[src/rtl/cpu_pkg.sv]
// Shared definitions for the issue-stage register scoreboard.
package cpu_pkg;

    localparam int REG_W    = 5;
    localparam int NUM_REGS = 32;
    // HI/LO is tracked as one extra target just above the GPRs.
    localparam int HILO_IDX = NUM_REGS;
    localparam int CNT_W    = $clog2(NUM_REGS + 2);

    typedef logic [REG_W-1:0]  reg_idx_t;
    typedef logic [NUM_REGS:0] target_vec_t;

    // One-hot target vector for a GPR index plus optional HI/LO; r0 maps to nothing.
    function automatic target_vec_t target_vec(input reg_idx_t r, input logic hilo);
        target_vec_t v;
        v = '0;
        if (r != '0) v[r] = 1'b1;
        v[HILO_IDX] = hilo;
        return v;
    endfunction

endpackage

[src/rtl/cpu_scoreboard_if.sv]
// Decoder-to-scoreboard issue handshake plus execution-unit writeback bus.
interface cpu_scoreboard_if #(
    parameter int NUM_WB = 2
);
    import cpu_pkg::*;

    logic                    issue_valid;
    logic                    issue_ready;
    reg_idx_t                issue_read_1;
    reg_idx_t                issue_read_2;
    reg_idx_t                issue_write;
    logic                    issue_nop;
    logic                    issue_hilo_read;
    logic                    issue_hilo_write;
    logic [NUM_WB-1:0]       wb_valid;
    logic [REG_W*NUM_WB-1:0] wb_reg;
    logic [NUM_WB-1:0]       wb_hilo;

    modport master (
        output issue_valid, issue_read_1, issue_read_2, issue_write,
               issue_nop, issue_hilo_read, issue_hilo_write,
               wb_valid, wb_reg, wb_hilo,
        input  issue_ready
    );

    modport slave (
        input  issue_valid, issue_read_1, issue_read_2, issue_write,
               issue_nop, issue_hilo_read, issue_hilo_write,
               wb_valid, wb_reg, wb_hilo,
        output issue_ready
    );

endinterface

[src/rtl/cpu_popcount33.sv]
// Population count of a 33-bit target vector (31 GPRs, r0 slot, HI/LO).
module cpu_popcount33
    import cpu_pkg::*;
(
    input  target_vec_t      vec,
    output logic [CNT_W-1:0] count
);

    // Plain adder chain; synthesis folds it into a tree.
    always_comb begin
        count = '0;
        for (int i = 0; i <= NUM_REGS; i++) count = count + CNT_W'(vec[i]);
    end

endmodule

[src/rtl/cpu_scoreboard.sv]
// Register-hazard scoreboard: blocks issue on RAW/WAW/full, releases on writeback.
module cpu_scoreboard
    import cpu_pkg::*;
#(
    parameter int NUM_WB          = 2,
    parameter int MAX_OUTSTANDING = 8
) (
    input  logic                  clk,
    input  logic                  rst,
    input  logic                  flush,
    cpu_scoreboard_if.slave       sb,
    output logic [NUM_REGS-1:0]   busy_mask,
    output logic                  hilo_busy,
    output logic [CNT_W-1:0]      outstanding,
    output logic                  wb_error
);

    target_vec_t      busy_q, busy_nxt, set_vec, clr_vec, tgt;
    logic [CNT_W-1:0] cnt_q, cnt_nxt;
    logic             err_q, err_hit;
    logic             raw, waw, full, ready, fire;

    // Hazard checks look only at registered state: no same-cycle writeback bypass.
    always_comb begin
        raw   = busy_q[sb.issue_read_1] | busy_q[sb.issue_read_2]
              | (sb.issue_hilo_read & busy_q[HILO_IDX]);
        waw   = busy_q[sb.issue_write] | (sb.issue_hilo_write & busy_q[HILO_IDX]);
        full  = ((sb.issue_write != '0) | sb.issue_hilo_write)
              & (cnt_q == CNT_W'(MAX_OUTSTANDING));
        ready = !flush & (sb.issue_nop | !(raw | waw | full));
        fire  = sb.issue_valid & ready & !sb.issue_nop;
    end

    assign sb.issue_ready = ready;

    // Merge writeback releases; flag releases of idle targets and duplicate releases.
    always_comb begin
        clr_vec = '0;
        tgt     = '0;
        err_hit = 1'b0;
        for (int k = 0; k < NUM_WB; k++) begin
            tgt     = sb.wb_valid[k] ? target_vec(sb.wb_reg[k*REG_W +: REG_W], sb.wb_hilo[k])
                                     : '0;
            err_hit = err_hit | (|(tgt & ~busy_q)) | (|(tgt & clr_vec));
            clr_vec = clr_vec | tgt;
        end
        set_vec  = fire ? target_vec(sb.issue_write, sb.issue_hilo_write) : '0;
        // Set wins over clear; flush wins over everything.
        busy_nxt = flush ? '0 : ((busy_q & ~clr_vec) | set_vec);
    end

    // Outstanding is recomputed from the next state so it can never drift.
    cpu_popcount33 u_popcount (
        .vec   (busy_nxt),
        .count (cnt_nxt)
    );

    // State registers; wb_error is sticky until reset.
    always_ff @(posedge clk or posedge rst) begin
        if (rst) begin
            busy_q <= '0;
            cnt_q  <= '0;
            err_q  <= 1'b0;
        end else begin
            busy_q <= busy_nxt;
            cnt_q  <= cnt_nxt;
            err_q  <= err_q | err_hit;
        end
    end

    assign busy_mask   = busy_q[NUM_REGS-1:0];
    assign hilo_busy   = busy_q[HILO_IDX];
    assign outstanding = cnt_q;
    assign wb_error    = err_q;

endmodule

[src/flat_wrapper.sv]
// flat-port wrapper written by rule: the top's interface ports become plain ports
module cpu_scoreboard_flat import cpu_pkg::*;
#(
    parameter int NUM_WB          = 2,
    parameter int MAX_OUTSTANDING = 8
)
  (clk, rst, flush, busy_mask, hilo_busy, outstanding, wb_error, sb_issue_valid, sb_issue_read_1, sb_issue_read_2, sb_issue_write, sb_issue_nop, sb_issue_hilo_read, sb_issue_hilo_write, sb_wb_valid, sb_wb_reg, sb_wb_hilo, sb_issue_ready);
  cpu_scoreboard_if #(.NUM_WB(NUM_WB)) sb_i ();
  input  logic clk;
  input  logic rst;
  input  logic flush;
  output logic [NUM_REGS-1:0] busy_mask;
  output logic hilo_busy;
  output logic [CNT_W-1:0] outstanding;
  output logic wb_error;
  input wire logic [$bits(sb_i.issue_valid)-1:0] sb_issue_valid;
  input wire logic [$bits(sb_i.issue_read_1)-1:0] sb_issue_read_1;
  input wire logic [$bits(sb_i.issue_read_2)-1:0] sb_issue_read_2;
  input wire logic [$bits(sb_i.issue_write)-1:0] sb_issue_write;
  input wire logic [$bits(sb_i.issue_nop)-1:0] sb_issue_nop;
  input wire logic [$bits(sb_i.issue_hilo_read)-1:0] sb_issue_hilo_read;
  input wire logic [$bits(sb_i.issue_hilo_write)-1:0] sb_issue_hilo_write;
  input wire logic [$bits(sb_i.wb_valid)-1:0] sb_wb_valid;
  input wire logic [$bits(sb_i.wb_reg)-1:0] sb_wb_reg;
  input wire logic [$bits(sb_i.wb_hilo)-1:0] sb_wb_hilo;
  output wire logic [$bits(sb_i.issue_ready)-1:0] sb_issue_ready;
  assign sb_i.issue_valid = sb_issue_valid;
  assign sb_i.issue_read_1 = sb_issue_read_1;
  assign sb_i.issue_read_2 = sb_issue_read_2;
  assign sb_i.issue_write = sb_issue_write;
  assign sb_i.issue_nop = sb_issue_nop;
  assign sb_i.issue_hilo_read = sb_issue_hilo_read;
  assign sb_i.issue_hilo_write = sb_issue_hilo_write;
  assign sb_i.wb_valid = sb_wb_valid;
  assign sb_i.wb_reg = sb_wb_reg;
  assign sb_i.wb_hilo = sb_wb_hilo;
  assign sb_issue_ready = sb_i.issue_ready;
  cpu_scoreboard #(.NUM_WB(NUM_WB), .MAX_OUTSTANDING(MAX_OUTSTANDING)) u_core (.clk(clk), .rst(rst), .flush(flush), .sb(sb_i), .busy_mask(busy_mask), .hilo_busy(hilo_busy), .outstanding(outstanding), .wb_error(wb_error));
endmodule
[config.mk]
export PLATFORM = sky130hd
export DESIGN_NAME = cpu_scoreboard_flat
export DESIGN_NICKNAME = d
export VERILOG_FILES = /design/src/rtl/cpu_pkg.sv /design/src/rtl/cpu_scoreboard_if.sv /design/src/rtl/cpu_popcount33.sv /design/src/rtl/cpu_scoreboard.sv /design/src/flat_wrapper.sv
export SDC_FILE = /design/constraint.sdc
export NUM_CORES = 1
export LEC_CHECK = 0
export BUFFER_PORTS_ARGS = -buffer_cell sky130_fd_sc_hd__buf_2
export CORE_MARGIN = 4
export CORE_UTILIZATION = 50
export CTS_BUF_LIST = sky130_fd_sc_hd__clkbuf_8
export DETAILED_ROUTE_END_ITERATION = 16
export GPL_TIMING_DRIVEN = 1
export HOLD_SLACK_MARGIN = 0.06
export PLACE_DENSITY = 0.82
export SLEW_MARGIN = 30
export SYNTH_ARGS = -nofsm -noshare
export SYNTH_HDL_FRONTEND = slang
export SYNTH_SLANG_ARGS = --single-unit
[constraint.sdc]
create_clock -name clk -period 17.7 [get_ports clk]
set_input_delay 1.77 -clock clk [delete_from_list [all_inputs] [get_ports clk]]
set_output_delay 1.77 -clock clk [all_outputs]
set_load 0.02 [all_outputs]
# Word level (Yosys, flattened, before mapping)

Cells that the tools add are included.

Add/sub/neg operators: 32
Multiply operators: 0
Div/mod/pow operators: 0
Magnitude comparators: 8
Equal/unequal tests: 1
Shift operators: 0
Mux-type cells: 19
Bitwise operators: 24
Reduce and logical (&&, ||, !) cells: 12

Operators with widths:

| kind                 | number |
|---|---|
| $add A6 B1 Y6        | 27 |
| $and A33 B33 Y33     | 4 |
| $mux W33             | 4 |
| $reduce_or A33 Y1    | 3 |
| $mux W32             | 3 |
| $not A33 Y33         | 2 |
| $or A33 B33 Y33      | 2 |
| $lt A5 B7 Y1 const B | 5 |
| $bmux W1 S5          | 3 |
| $demux W1 S5         | 3 |
| $ge A5 B1 Y1 const B | 3 |
| $reduce_bool A5 Y1   | 3 |
| $or A1 B1 Y1         | 10 |
| $add A5 B1 Y6        | 1 |
| $and A1 B1 Y1        | 6 |
| $eq A6 B4 Y1 const B | 1 |
| $mux W1              | 6 |
| $add A4 B1 Y5        | 1 |
| $add A3 B1 Y4        | 1 |
| $add A2 B1 Y3        | 1 |
| $logic_and A1 B1 Y1  | 3 |
| $logic_not A1 Y1     | 3 |
| $add A1 B1 Y2        | 1 |

Bits in registers: 40
Latch bits: 0
Bits in writable memories: 0
ROM bits: 0
Input bits: 36
Output and inout port bits: 41
Logic and storage cells: 99
Memories kept: 0

# Logic depth before layout (Yosys ltp)

Gate-level depths: netlist of the first run.

Depth after elaboration: 46
Gate-level depth with buffers: 24
Gate-level depth less buffers: 21

# Hierarchy

A second synthesis of the first run with hierarchy kept.

Cells, all modules: 475
Area, all modules: 4,438.0 um^2

By module, submodules not included:

| module         | instances | cells an instance | area each (um^2) | seq. area each (um^2) |
|---|---|---|---|---|
| cpu_scoreboard | 1         | 395               | 3,643.5          | 1,001.0 |
| cpu_popcount33 | 1         | 80                | 794.5            | 0.0 |

# Least setup slack after synthesis of the first run

Ideal clock, no wire load.

Path type: input port to flip-flop
From: in sb_issue_write[1]
To: reg u_core.cnt_q[4], in the netlist u_core.outstanding[4]
Setup time: 80 ps
Data arrival time: 8,271 ps
Data required time: 17,620 ps
Slack: 9,349 ps
Stages on the path: 23
Buffers on the path: 3
Cells stage by stage: clkbuf_1 -> buf_1 -> mux4_2 -> mux2_2 -> nand3_1 -> nand2_1 -> clkbuf_1 -> or4_1 -> o21a_1 -> fa_1 -> inv_1 -> fa_1 -> fa_1 -> inv_1 -> fa_1 -> fa_1 -> fa_1 -> inv_1 -> fa_1 -> fa_1 -> a21o_1 -> a21oi_1 -> xnor2_1

Cells in the longest elaborated chain, start to end: 45
Elaborated cells on any way between the ends: 54
Classes of those cells: add/sub: 32; order compare: 2; mux: 7; bitwise: 10; reduce/logical: 3

Ends and longest elaborated chain:

| element                       | RTL line             | text |
|---|---|---|
| start, declared               | flat_wrapper.sv:19   | `input wire logic [$bits(sb_i.issue_write)-1:0] sb_issue_write;` |
| $bmux W1 S5                   | cpu_scoreboard.sv:27 | `waw = busy_q[sb.issue_write] \| (sb.issue_hilo_write & busy_q[HILO_IDX]);` |
| $mux W1 (not written as such) | cpu_scoreboard.sv:27 |  |
| $or A1 B1 Y1                  | cpu_scoreboard.sv:27 |  |
| $or A1 B1 Y1 (2 in series)    | cpu_scoreboard.sv:30 | `ready = !flush & (sb.issue_nop \| !(raw \| waw \| full));` |
| $logic_not A1 Y1              | cpu_scoreboard.sv:30 |  |
| $or A1 B1 Y1                  | cpu_scoreboard.sv:30 |  |
| $and A1 B1 Y1                 | cpu_scoreboard.sv:30 |  |
| $and A1 B1 Y1 (2 in series)   | cpu_scoreboard.sv:31 | `fire = sb.issue_valid & ready & !sb.issue_nop;` |
| [... 3 more ...]              | n/a                  |  |
| $add A1 B1 Y2                 | cpu_popcount33.sv:12 | `for (int i = 0; i <= NUM_REGS; i++) count = count + CNT_W'(vec[i]);` |
| $add A2 B1 Y3                 | cpu_popcount33.sv:12 |  |
| $add A3 B1 Y4                 | cpu_popcount33.sv:12 |  |
| $add A4 B1 Y5                 | cpu_popcount33.sv:12 |  |
| $add A5 B1 Y6                 | cpu_popcount33.sv:12 |  |
| $add A6 B1 Y6 (26 in series)  | cpu_popcount33.sv:12 |  |
| $add A6 B1 Y6 *               | cpu_popcount33.sv:12 |  |
| via u_core.cnt_nxt[4]         | cpu_scoreboard.sv:19 | `logic [CNT_W-1:0] cnt_q, cnt_nxt;` |
| end signal, assigned          | cpu_scoreboard.sv:66 | `cnt_q <= cnt_nxt;` |
| end, declared                 | cpu_scoreboard.sv:19 |  |

Mark *: on every way through the listed nets, which the timed path passes. The rest lies on a longest branch. The select of a mux whose other input is x is not followed.

# Final worst setup path of the first run

From: in sb_issue_write[0]
To: reg u_core.cnt_q[4], in the netlist u_core.outstanding[4]

Same word-level chain as after synthesis.

==> impl_metrics.tcl, run 1 <==
set metrics [dict create \
    syn_area_mm2 0.00472 \
    setup_violations 0 \
    ir_drop_v 0.0000309 \
    critical_path_arrival_ns 8.90 \
    cts.path.max_buffers 2 \
    synth_compound_area_frac 0.214 \
    clock-root-buffer "clkbuf_8" \
    slew-limit-headroom 0.398 \
    synth_xor_area_frac 0.00557 \
    yosysSeqAreaShare 0.212 \
    p_per_area_mw_per_mm2 43.8 \
    p_leak_nw 2.21 \
    r2r_slack_ns 10.25 \
    path_buf_inv 4 \
    p_seq_frac 0.415 \
    cp_common_cell "fa_1" \
    avgSynthCellArea_um2 9.06 \
    worstSkewPairLatency_ns 0.30 \
    cp-end-kind "flop" \
    placed_cells_incl_taps 659 \
    slew_violations 0 \
    ys_top_cells_by_area "dfrtp_1 (21%), fa_1 (11%), mux4_2 (9.1%), or4_1 (4.3%), clkbuf_1 (3.9%)" \
    hold_start "u_core.wb_error$_DFF_PP0_" \
    preCtsSetupSlack_ns 8.73 \
    regToRegStartpoint "u_core.busy_q[23]$_DFF_PP0_" \
    grt_pass1_wl_um 29200 \
    netSwitchingFraction 0.327 \
    detail_route.vias_per_cell 7.47 \
    worst_pin_slew_ns 0.892 \
    yosys_register_bits 40 \
    syn-num-nets 588 \
    drive_gt1_frac 0.218 \
    reg2reg_to "u_core.outstanding[4]$_DFF_PP0_" \
    netlist.area_leader.share 0.212 \
    status "finished clean" \
    io_buffers 76 \
    htreeDepth 2 \
    initial_core_util 0.513 \
    clock_sinks 40 \
    fin_crit_sh 0.490 \
    synth-edff-count 0 \
    grt_pass1_vias 4996 \
    antenna_cells 0 \
    crit_family "adder cells" \
    final_nets 622 \
    async_reset_ff_frac 1.00 \
    final_cells 667 \
    synth_top_cell_by_area "dfrtp_1" \
    critPathKind "primary input to flop" \
    muxShareOfSynthArea 0.132 \
    hold_path_depth 4 \
    drt_iter0_drc 823 \
    holdWs_ns 0.738 \
    ys_types 61 \
    worst_slack_ns 9.02 \
    hold_viol 0 \
    worstPathRequired_ns 17.92 \
    synth-simple-area-share 0.250 \
    postCtsHoldBufs 0 \
    cp_slowest_cell "or4_1" \
    critPathMaxFanout 32 \
    crit_chain "buf_2, mux4_2, mux2_2, nand3_1, nand2_1, or4_1, o21a_1, fa_1, inv_1, fa_1, fa_1, inv_1, fa_1, fa_1, fa_1, inv_1, fa_1, fa_1, a21o_1, a21oi_1, xnor2_1" \
    die_y_um 105 \
    hold-path-endpoint "u_core.wb_error$_DFF_PP0_" \
    grt_usage 0.340 \
    combPwrFrac 0.239 \
    min_period_ns 8.68 \
    ant_nets 0 \
    clkPwrFrac 0.346 \
    synth_top_family_by_area "simple AND/OR/NAND/NOR gates" \
    final_common_cell "buf_2" \
    fp.dieW_um 105 \
    syn_inst 521 \
    coreArea_mm2 0.00920 \
    routed_wl_um 18500 \
    area_growth_pct 9.84 \
    yosysWarnings 0 \
    cp-start-kind "primary input" \
    finalSetupTns_ns 0 \
    fmax_mhz 115 \
    die_area_mm2 0.0111 \
    path_clk_slew_ns 0.09 \
    antenna_found_initial 0 \
    rsz0062_at_grt "false" \
    nFillCells 838 \
    routed-via-count 4981 \
    switchingPower_mw 0.0742 \
    cts_resized 0 \
    overflow 0 \
    max_stage_delay_ns 0.71 \
    numCtsBuffers 5 \
    ioPinCount 77 \
    cts_tree "done" \
    grt_max_degree 47 \
    final_cell_mix "buf_2 (76), dfrtp_1 (40), o21ai_0 (28), or4_1 (27)" \
    dp_hpwl_um 13600 \
    cts_setup_buffers 0 \
    drv_cap 0 \
    synth_flop_cell "dfrtp_1" \
    holdCritPathClass "flop to flop" \
    p_int_mw 0.153 \
    synth_fa_ha_area_frac 0.122 \
    r2r_cells 20 \
    drc 0 \
    skew_ns 0.0110 \
    dr.pass1.iters 5 \
    gp_congestion 1.02 \
    fp-row-count 35 \
    detail_route.wl_per_cell_um 27.7 \
]
[area by class of cell]
type / instances / area (um^2) / share of cell area
multi-input combinational: 402 / 3410 / 0.659
sequential: 40 / 1000 / 0.193
timing repair buffer: 81 / 418 / 0.0806
tap: 111 / 139 / 0.0268
inverter: 25 / 93.8 / 0.0181
clock buffer: 5 / 68.8 / 0.0133
clock inverter: 3 / 47.5 / 0.00917
[tightest hold or removal path, cell delays in order, from the launching register on]
cell and delay [ns]:
dfrtp_1 0.37, a211oi_1 0.06, nand4_1 0.12, nor3_1 0.08, nand4_1 0.08
[cell families (layout without fill, tap and decap cells)]
kind of cell	count (synthesis)	in the layout
multiplexers	38	38
buffers and inverters	79	114
flip-flops	40	40
AND/OR/NAND/NOR	186	186
XOR/XNOR	3	3
AO/OA/AOI/OAI	144	144
adder cells (fa/ha/maj)	31	31
[metrics by stage]
step / utilization / power (mW) / area (um^2)
2_1_floorplan: - / 0.132 / 4720
5_1_grt: 0.564 / 0.236 / 5180
4_1_cts: 0.563 / 0.226 / 5180
3_5_place_dp: 0.551 / 0.148 / 5060
6_report: 0.564 / 0.227 / 5180
3_3_place_gp: 0.551 / 0.147 / 5060
[synth_stat cells, drive strengths merged, types with 6 or more instances]
master and number:
clkbuf 49, o21ai 42, dfrtp 40, or4 27, fa 25, inv 25, nand3b 20, mux4 19
nor2 18, nor3 17, mux2i 16, nor2b 16, nand2 14, o21a 14, o22ai 14, nor3b 13
a22oi 12, nand3 11, o221ai 10, or3b 7, a21oi 6, and3b 6, ha 6, nand4 6
nor4 6, or3 6
[per-layer routing]
layer,vias up,track usage,part of all wire
li1,2088,-,-
met1,2394,0.460,0.37
met2,406,0.515,0.44
met3,93,0.0723,0.12
met4,0,0.175,0.058
met5,-,0,0
[state kept, by name, indices dropped and copies added, names as in the netlist]
| signal | cells |
|---|---|
| u_core.busy_q | 33 |
| u_core.outstanding | 6 |
| u_core.wb_error | 1 |
[power groups by stage]
stage          clock network (mW)  logic (mW)  registers [mW]
6_report                   0.0785      0.0542          0.0943
3_3_place_gp                    0      0.0515          0.0959
3_5_place_dp                    0      0.0523          0.0960
4_1_cts                    0.0790      0.0526          0.0942
5_1_grt                    0.0831      0.0582          0.0943
2_1_floorplan                   0      0.0359          0.0964
[worst max path at each step]
| stage | start | endpoint | depth (start not counted) |
|---|---|---|---|
| 2_1_floorplan | sb_issue_write[1] | u_core.outstanding[4]$_DFF_PP0_ | 23 |
| 3_3_place_gp | sb_issue_read_1[0] | u_core.outstanding[4]$_DFF_PP0_ | 20 |
| 3_5_place_dp | sb_issue_read_1[0] | u_core.outstanding[4]$_DFF_PP0_ | 20 |
| 4_1_cts | sb_issue_read_1[0] | u_core.outstanding[4]$_DFF_PP0_ | 20 |
| 5_1_grt | sb_issue_read_1[0] | u_core.outstanding[4]$_DFF_PP0_ | 21 |
| 6_report | sb_issue_write[0] | u_core.outstanding[4]$_DFF_PP0_ | 21 |
Note: power is estimated with default switching activity, not from simulation.
==> run 2, diff against run 1 <==
- clock period: 17.7 -> 8.7 ns (I/O delays scaled with it)
==> run 2 against run 1 <==
Clock-buffer cell count is the same. Largest power group unchanged. Sequential cell count did not move. Global-route usage shrank 0.54 points. Die area stayed put. Via count rose by 0.76%. Sequential share of layout area shrank 0.079 points. Setup slack got worse by 7.9 ns. Critical endpoint unchanged. Hold slack worse by 0.059 ns. Cell count up 0.30%. Largest cell class unchanged.
==> impl_metrics.tcl, run 2 (synthesis gave the netlist of run 1 again) <==
set metrics [dict create \
    ioPinCount 77 \
    final_nets 624 \
    grt_max_degree 47 \
    dr.pass1.iters 5 \
    gp_congestion 1.03 \
    largest_reg_flops 33 \
    rsz0062_at_grt "false" \
    drc 0 \
    fin_crit_sh 0.869 \
    routed-via-count 5019 \
    die_y_um 105 \
    critPathMaxFanout 33 \
    max_flop_register "u_core.busy_q" \
    status "finished clean" \
    die_area_mm2 0.0111 \
    cts.path.max_buffers 2 \
    cts_tree "done" \
    clock_sinks 40 \
    fp-row-count 35 \
    grt_pass1_vias 4934 \
    worst_slack_ns 1.14 \
    skew_ns 0.0109 \
    path_buf_inv 4 \
    antenna_cells 0 \
    cts_setup_buffers 0 \
    overflow 0 \
    drt_iter0_drc 733 \
    drv_cap 0 \
    seq_area_mm2 0.00100 \
    min_period_ns 7.56 \
    io_buffers 76 \
    fmax_mhz 132 \
    ant_nets 0 \
    crit_cells 20 \
    critical_path_arrival_ns 7.78 \
    ir_drop_v 0.0000747 \
    crit_family "adder cells" \
    finalSetupTns_ns 0 \
    htreeDepth 2 \
    multiInputGateArea_mm2 0.00342 \
    cp-end-kind "flop" \
    preCtsSetupSlack_ns 0.673 \
    worst_pin_slew_ns 0.771 \
    detail_route.vias_per_cell 7.50 \
    initial_core_util 0.513 \
    cp_slowest_cell "a311o_2" \
    slew-limit-headroom 0.485 \
    grt_pass1_wl_um 28700 \
    cp_common_cell "fa_1" \
    grt_usage 0.335 \
    p_int_mw 0.311 \
    drive_gt1_frac 0.222 \
    p_leak_nw 2.22 \
    slew_violations 0 \
    combPwrFrac 0.238 \
    clkPwrFrac 0.348 \
    clock-root-buffer "clkbuf_8" \
    setup_violations 0 \
    numCtsBuffers 5 \
    max_stage_delay_ns 0.60 \
    hold_viol 0 \
    postCtsHoldBufs 0 \
    report.power.total_mw 0.462 \
    detail_route.wl_per_cell_um 27.3 \
    dp_hpwl_um 13500 \
    final_common_cell "buf_2" \
    cp-start-kind "primary input" \
    crit_chain "buf_2, mux4_2, mux2_2, a311o_2, or4_1, o21a_1, fa_1, inv_1, fa_1, fa_1, inv_1, fa_1, fa_1, fa_1, inv_1, fa_1, fa_1, a21o_1, a21oi_1, xnor2_1" \
    p_per_area_mw_per_mm2 88.9 \
    switchingPower_mw 0.152 \
    area_growth_pct 10.3 \
    holdCritPathClass "primary input to asynchronous set/reset pin" \
    critPathKind "primary input to flop" \
    p_seq_frac 0.415 \
    path_clk_slew_ns 0.08 \
    nFillCells 824 \
    coreArea_mm2 0.00920 \
    final_cell_mix "buf_2 (76), dfrtp_1 (40), o21ai_0 (28), or4_1 (27)" \
    worstSkewPairLatency_ns 0.30 \
    worstPathRequired_ns 8.92 \
    fp.dieW_um 105 \
    r2r_cells 19 \
    routed_wl_um 18300 \
    netSwitchingFraction 0.328 \
    cts_resized 0 \
    antenna_found_initial 0 \
]
[run 2: changes by cell type in the layout (fill, tap and decap cells not counted)]
cell	change
inv_6	+1
o41ai_2	+1
o41ai_1	-1
clkinv_4	-2
clkinvlp_4	+1
buf_4	+2
[run 2: tightest hold or removal path, cell delays in order]
cell,delay [ns]
buf_2,0.09
inv_1,0.04
buf_4,0.44
[run 2: power groups by stage]
stage	logic (mW)	clock network [mW]	registers, mW
2_1_floorplan	0.0729	0	0.196
3_3_place_gp	0.105	0	0.195
3_5_place_dp	0.107	0	0.195
4_1_cts	0.107	0.161	0.192
5_1_grt	0.118	0.169	0.192
6_report	0.110	0.161	0.192
[run 2: path summary, 6_finish.rpt]
check / slack, ns / from / to
setup / recovery: 1.14 / sb_issue_read_1[0] / u_core.outstanding[4]$_DFF_PP0_
hold / removal: 0.68 / rst / u_core.outstanding[2]$_DFF_PP0_
setup reg to reg: 1.44 / u_core.busy_q[24]$_DFF_PP0_ / u_core.outstanding[4]$_DFF_PP0_
hold reg to reg: 0.77 / u_core.busy_q[0]$_DFF_PP0_ / u_core.busy_q[0]$_DFF_PP0_
max in group asynchronous: 7.63 / rst / u_core.busy_q[32]$_DFF_PP0_
min in group clk: 0.77 / u_core.busy_q[0]$_DFF_PP0_ / u_core.busy_q[0]$_DFF_PP0_
[run 2: layout make-up]
type	count	area share
Inverter	25	0.0180
Clock buffer	5	0.0132
Sequential cell	40	0.192
Timing Repair Buffer	83	0.0832
Multi-Input combinational cell	402	0.658
Tap cell	111	0.0267
Clock inverter	3	0.00890
[run 2: through the flow]
step / utilization / area, um^2 / hold WS [ns] / std cells
floorplan: - / 4720 / 0.691 / 521
global route: 0.566 / 5200 / 0.740 / 669
detailed placement: 0.552 / 5080 / 0.708 / 661
CTS: 0.565 / 5190 / 0.704 / 669
finish: 0.566 / 5200 / 0.680 / 669
global placement: 0.552 / 5080 / 0.731 / 661
[run 2: layer usage]
metal / global-route usage / vias to the layer above / share of wire
li1: - / 2095 / -
met1: 0.448 / 2414 / 0.37
met2: 0.518 / 431 / 0.45
met3: 0.0741 / 79 / 0.12
met4: 0.156 / 0 / 0.052
met5: 0 / - / 0
==> run 3, diff against run 2 <==
- CORE_UTILIZATION: 50 -> 60
- PLACE_DENSITY: 0.82 -> 0.94
==> run 3 against run 2 <==
Cell count decreased by 1.8%. Power is 0.60% higher. Sequential share of layout area increased by 0.15 points. First-iteration DRC count up 13%. Combinational power barely moved. Register-to-register slack lost 0.24 ns. Cell area fell by 0.77%. Critical endpoint unchanged.
==> impl_metrics.tcl, run 3 (synthesis gave the netlist of run 1 again) <==
set metrics [dict create \
    crit_cells 21 \
    status "finished clean" \
    drc 0 \
    report.power.total_mw 0.465 \
    routed_wl_um 18100 \
    holdCritPathClass "primary input to asynchronous set/reset pin" \
    fmax_mhz 129 \
    r2r_slack_ns 1.20 \
    cp-end-kind "flop" \
    die_area_mm2 0.00935 \
    p_per_area_mw_per_mm2 90.1 \
    largest_reg_flops 33 \
    setup_violations 0 \
    area_growth_pct 9.44 \
    numCtsBuffers 5 \
    cp_common_cell "fa_1" \
    fp.dieW_um 96.7 \
    antenna_found_initial 0 \
    p_leak_nw 2.20 \
    critical_path_arrival_ns 8.01 \
    initial_core_util 0.614 \
    crit_end "u_core.outstanding[4]$_DFF_PP0_" \
    cp_slowest_cell "or4_1" \
    io_buffers 76 \
    hold_viol 0 \
    die_y_um 96.7 \
    slew_violations 0 \
    worst_pin_slew_ns 0.887 \
    reg2reg_to "u_core.outstanding[4]$_DFF_PP0_" \
    path_buf_inv 4 \
    cts_tree "done" \
    dr.pass1.iters 6 \
    detail_route.wl_per_cell_um 27.6 \
    gp_congestion 1.03 \
    regToRegStartpoint "u_core.busy_q[22]$_DFF_PP0_" \
    crit_chain "buf_2, mux4_2, mux2_2, nand3b_1, nand2_1, or4_1, o21a_1, fa_1, inv_1, fa_1, fa_1, inv_1, fa_1, fa_1, fa_1, inv_1, fa_1, fa_1, a21o_1, a21oi_1, xnor2_1" \
    worstSkewPairLatency_ns 0.31 \
    critPathKind "primary input to flop" \
    r2r_cells 20 \
    antenna_cells 0 \
    grt_pass1_vias 5001 \
    cts_setup_buffers 0 \
    cts_resized 0 \
    max_flop_register "u_core.busy_q" \
    slew-limit-headroom 0.407 \
    grt_usage 0.378 \
    final_common_cell "buf_2" \
    clock-root-buffer "clkbuf_8" \
    coreArea_mm2 0.00769 \
    routed-via-count 5175 \
    drive_gt1_frac 0.216 \
    fin_crit_sh 0.894 \
    path_clk_slew_ns 0.09 \
    cp-startpoint "sb_issue_read_1[0]" \
    postLayoutCellArea_mm2 0.00516 \
    max_stage_delay_ns 0.70 \
    holdWs_ns 0.673 \
    cp-start-kind "primary input" \
    nFillCells 635 \
    cts.path.max_buffers 2 \
    grt_max_degree 47 \
    crit_family "adder cells" \
    place_area_mm2 0.00505 \
    clock_sinks 40 \
    drv_cap 0 \
    worstPathRequired_ns 8.93 \
    detail_route.vias_per_cell 7.88 \
    skew_ns 0.0114 \
    ioPinCount 77 \
    critPathMaxFanout 32 \
    dp_hpwl_um 13300 \
    grt_pass1_wl_um 28100 \
    ant_nets 0 \
    final_nets 621 \
    htreeDepth 2 \
    overflow 0 \
    fp-row-count 32 \
    finalSetupTns_ns 0 \
    rsz0062_at_grt "false" \
    min_period_ns 7.78 \
    final_cell_mix "buf_2 (76), dfrtp_1 (40), o21ai_0 (28), or4_1 (27)" \
    drt_iter0_drc 829 \
    ir_drop_v 0.0000860 \
    postCtsHoldBufs 0 \
]
==> run 3: how the worst min path moves through the flow <==
| stage | from | end |
|---|---|---|
| floorplan | u_core.busy_q[0]$_DFF_PP0_ | u_core.busy_q[0]$_DFF_PP0_ |
| global placement | u_core.wb_error$_DFF_PP0_ | u_core.wb_error$_DFF_PP0_ |
| detailed placement | u_core.wb_error$_DFF_PP0_ | u_core.wb_error$_DFF_PP0_ |
| CTS | rst | u_core.outstanding[0]$_DFF_PP0_ |
| global route | rst | u_core.busy_q[4]$_DFF_PP0_ |
| finish | rst | u_core.outstanding[5]$_DFF_PP0_ |
==> run 3: per-layer routing <==
layer  vias up  routed length [um]  global-route usage
met4         0                1160               0.200
met1      2448                6310               0.498
li1       2093                   -                   -
met3       121                2940               0.112
met2       513                7720               0.563
met5         -                   0                   0
==> run 3: area by class of cell <==
cell class | count | area, um^2 | area share
multi-input combinational | 402 | 3410 | 0.661
sequential | 40 | 1000 | 0.194
timing repair buffer | 80 | 410 | 0.0795
tap | 102 | 128 | 0.0247
inverter | 25 | 93.8 | 0.0182
clock buffer | 5 | 68.8 | 0.0133
clock inverter | 3 | 47.5 | 0.00921
==> run 3: worst min-delay path, cell delays in order <==
cell and delay (ns):
buf_2 0.10, inv_1 0.04, buf_4 0.43
==> run 3: where the power goes <==
| group | switching [mW] | internal [mW] | total, mW |
|---|---|---|---|
| sequential | 0.00390 | 0.188 | 0.192 |
| combinational | 0.0741 | 0.0362 | 0.110 |
| clock | 0.0765 | 0.0865 | 0.163 |
==> run 3: per-stage QoR <==
step	cells	worst slack [ns]	utilization
after global placement	649	0.808	0.656
final	657	0.920	0.672
after global routing	657	0.581	0.672
after CTS	657	1.00	0.672
after detailed placement	649	0.704	0.657
after floorplan	521	1.25	-
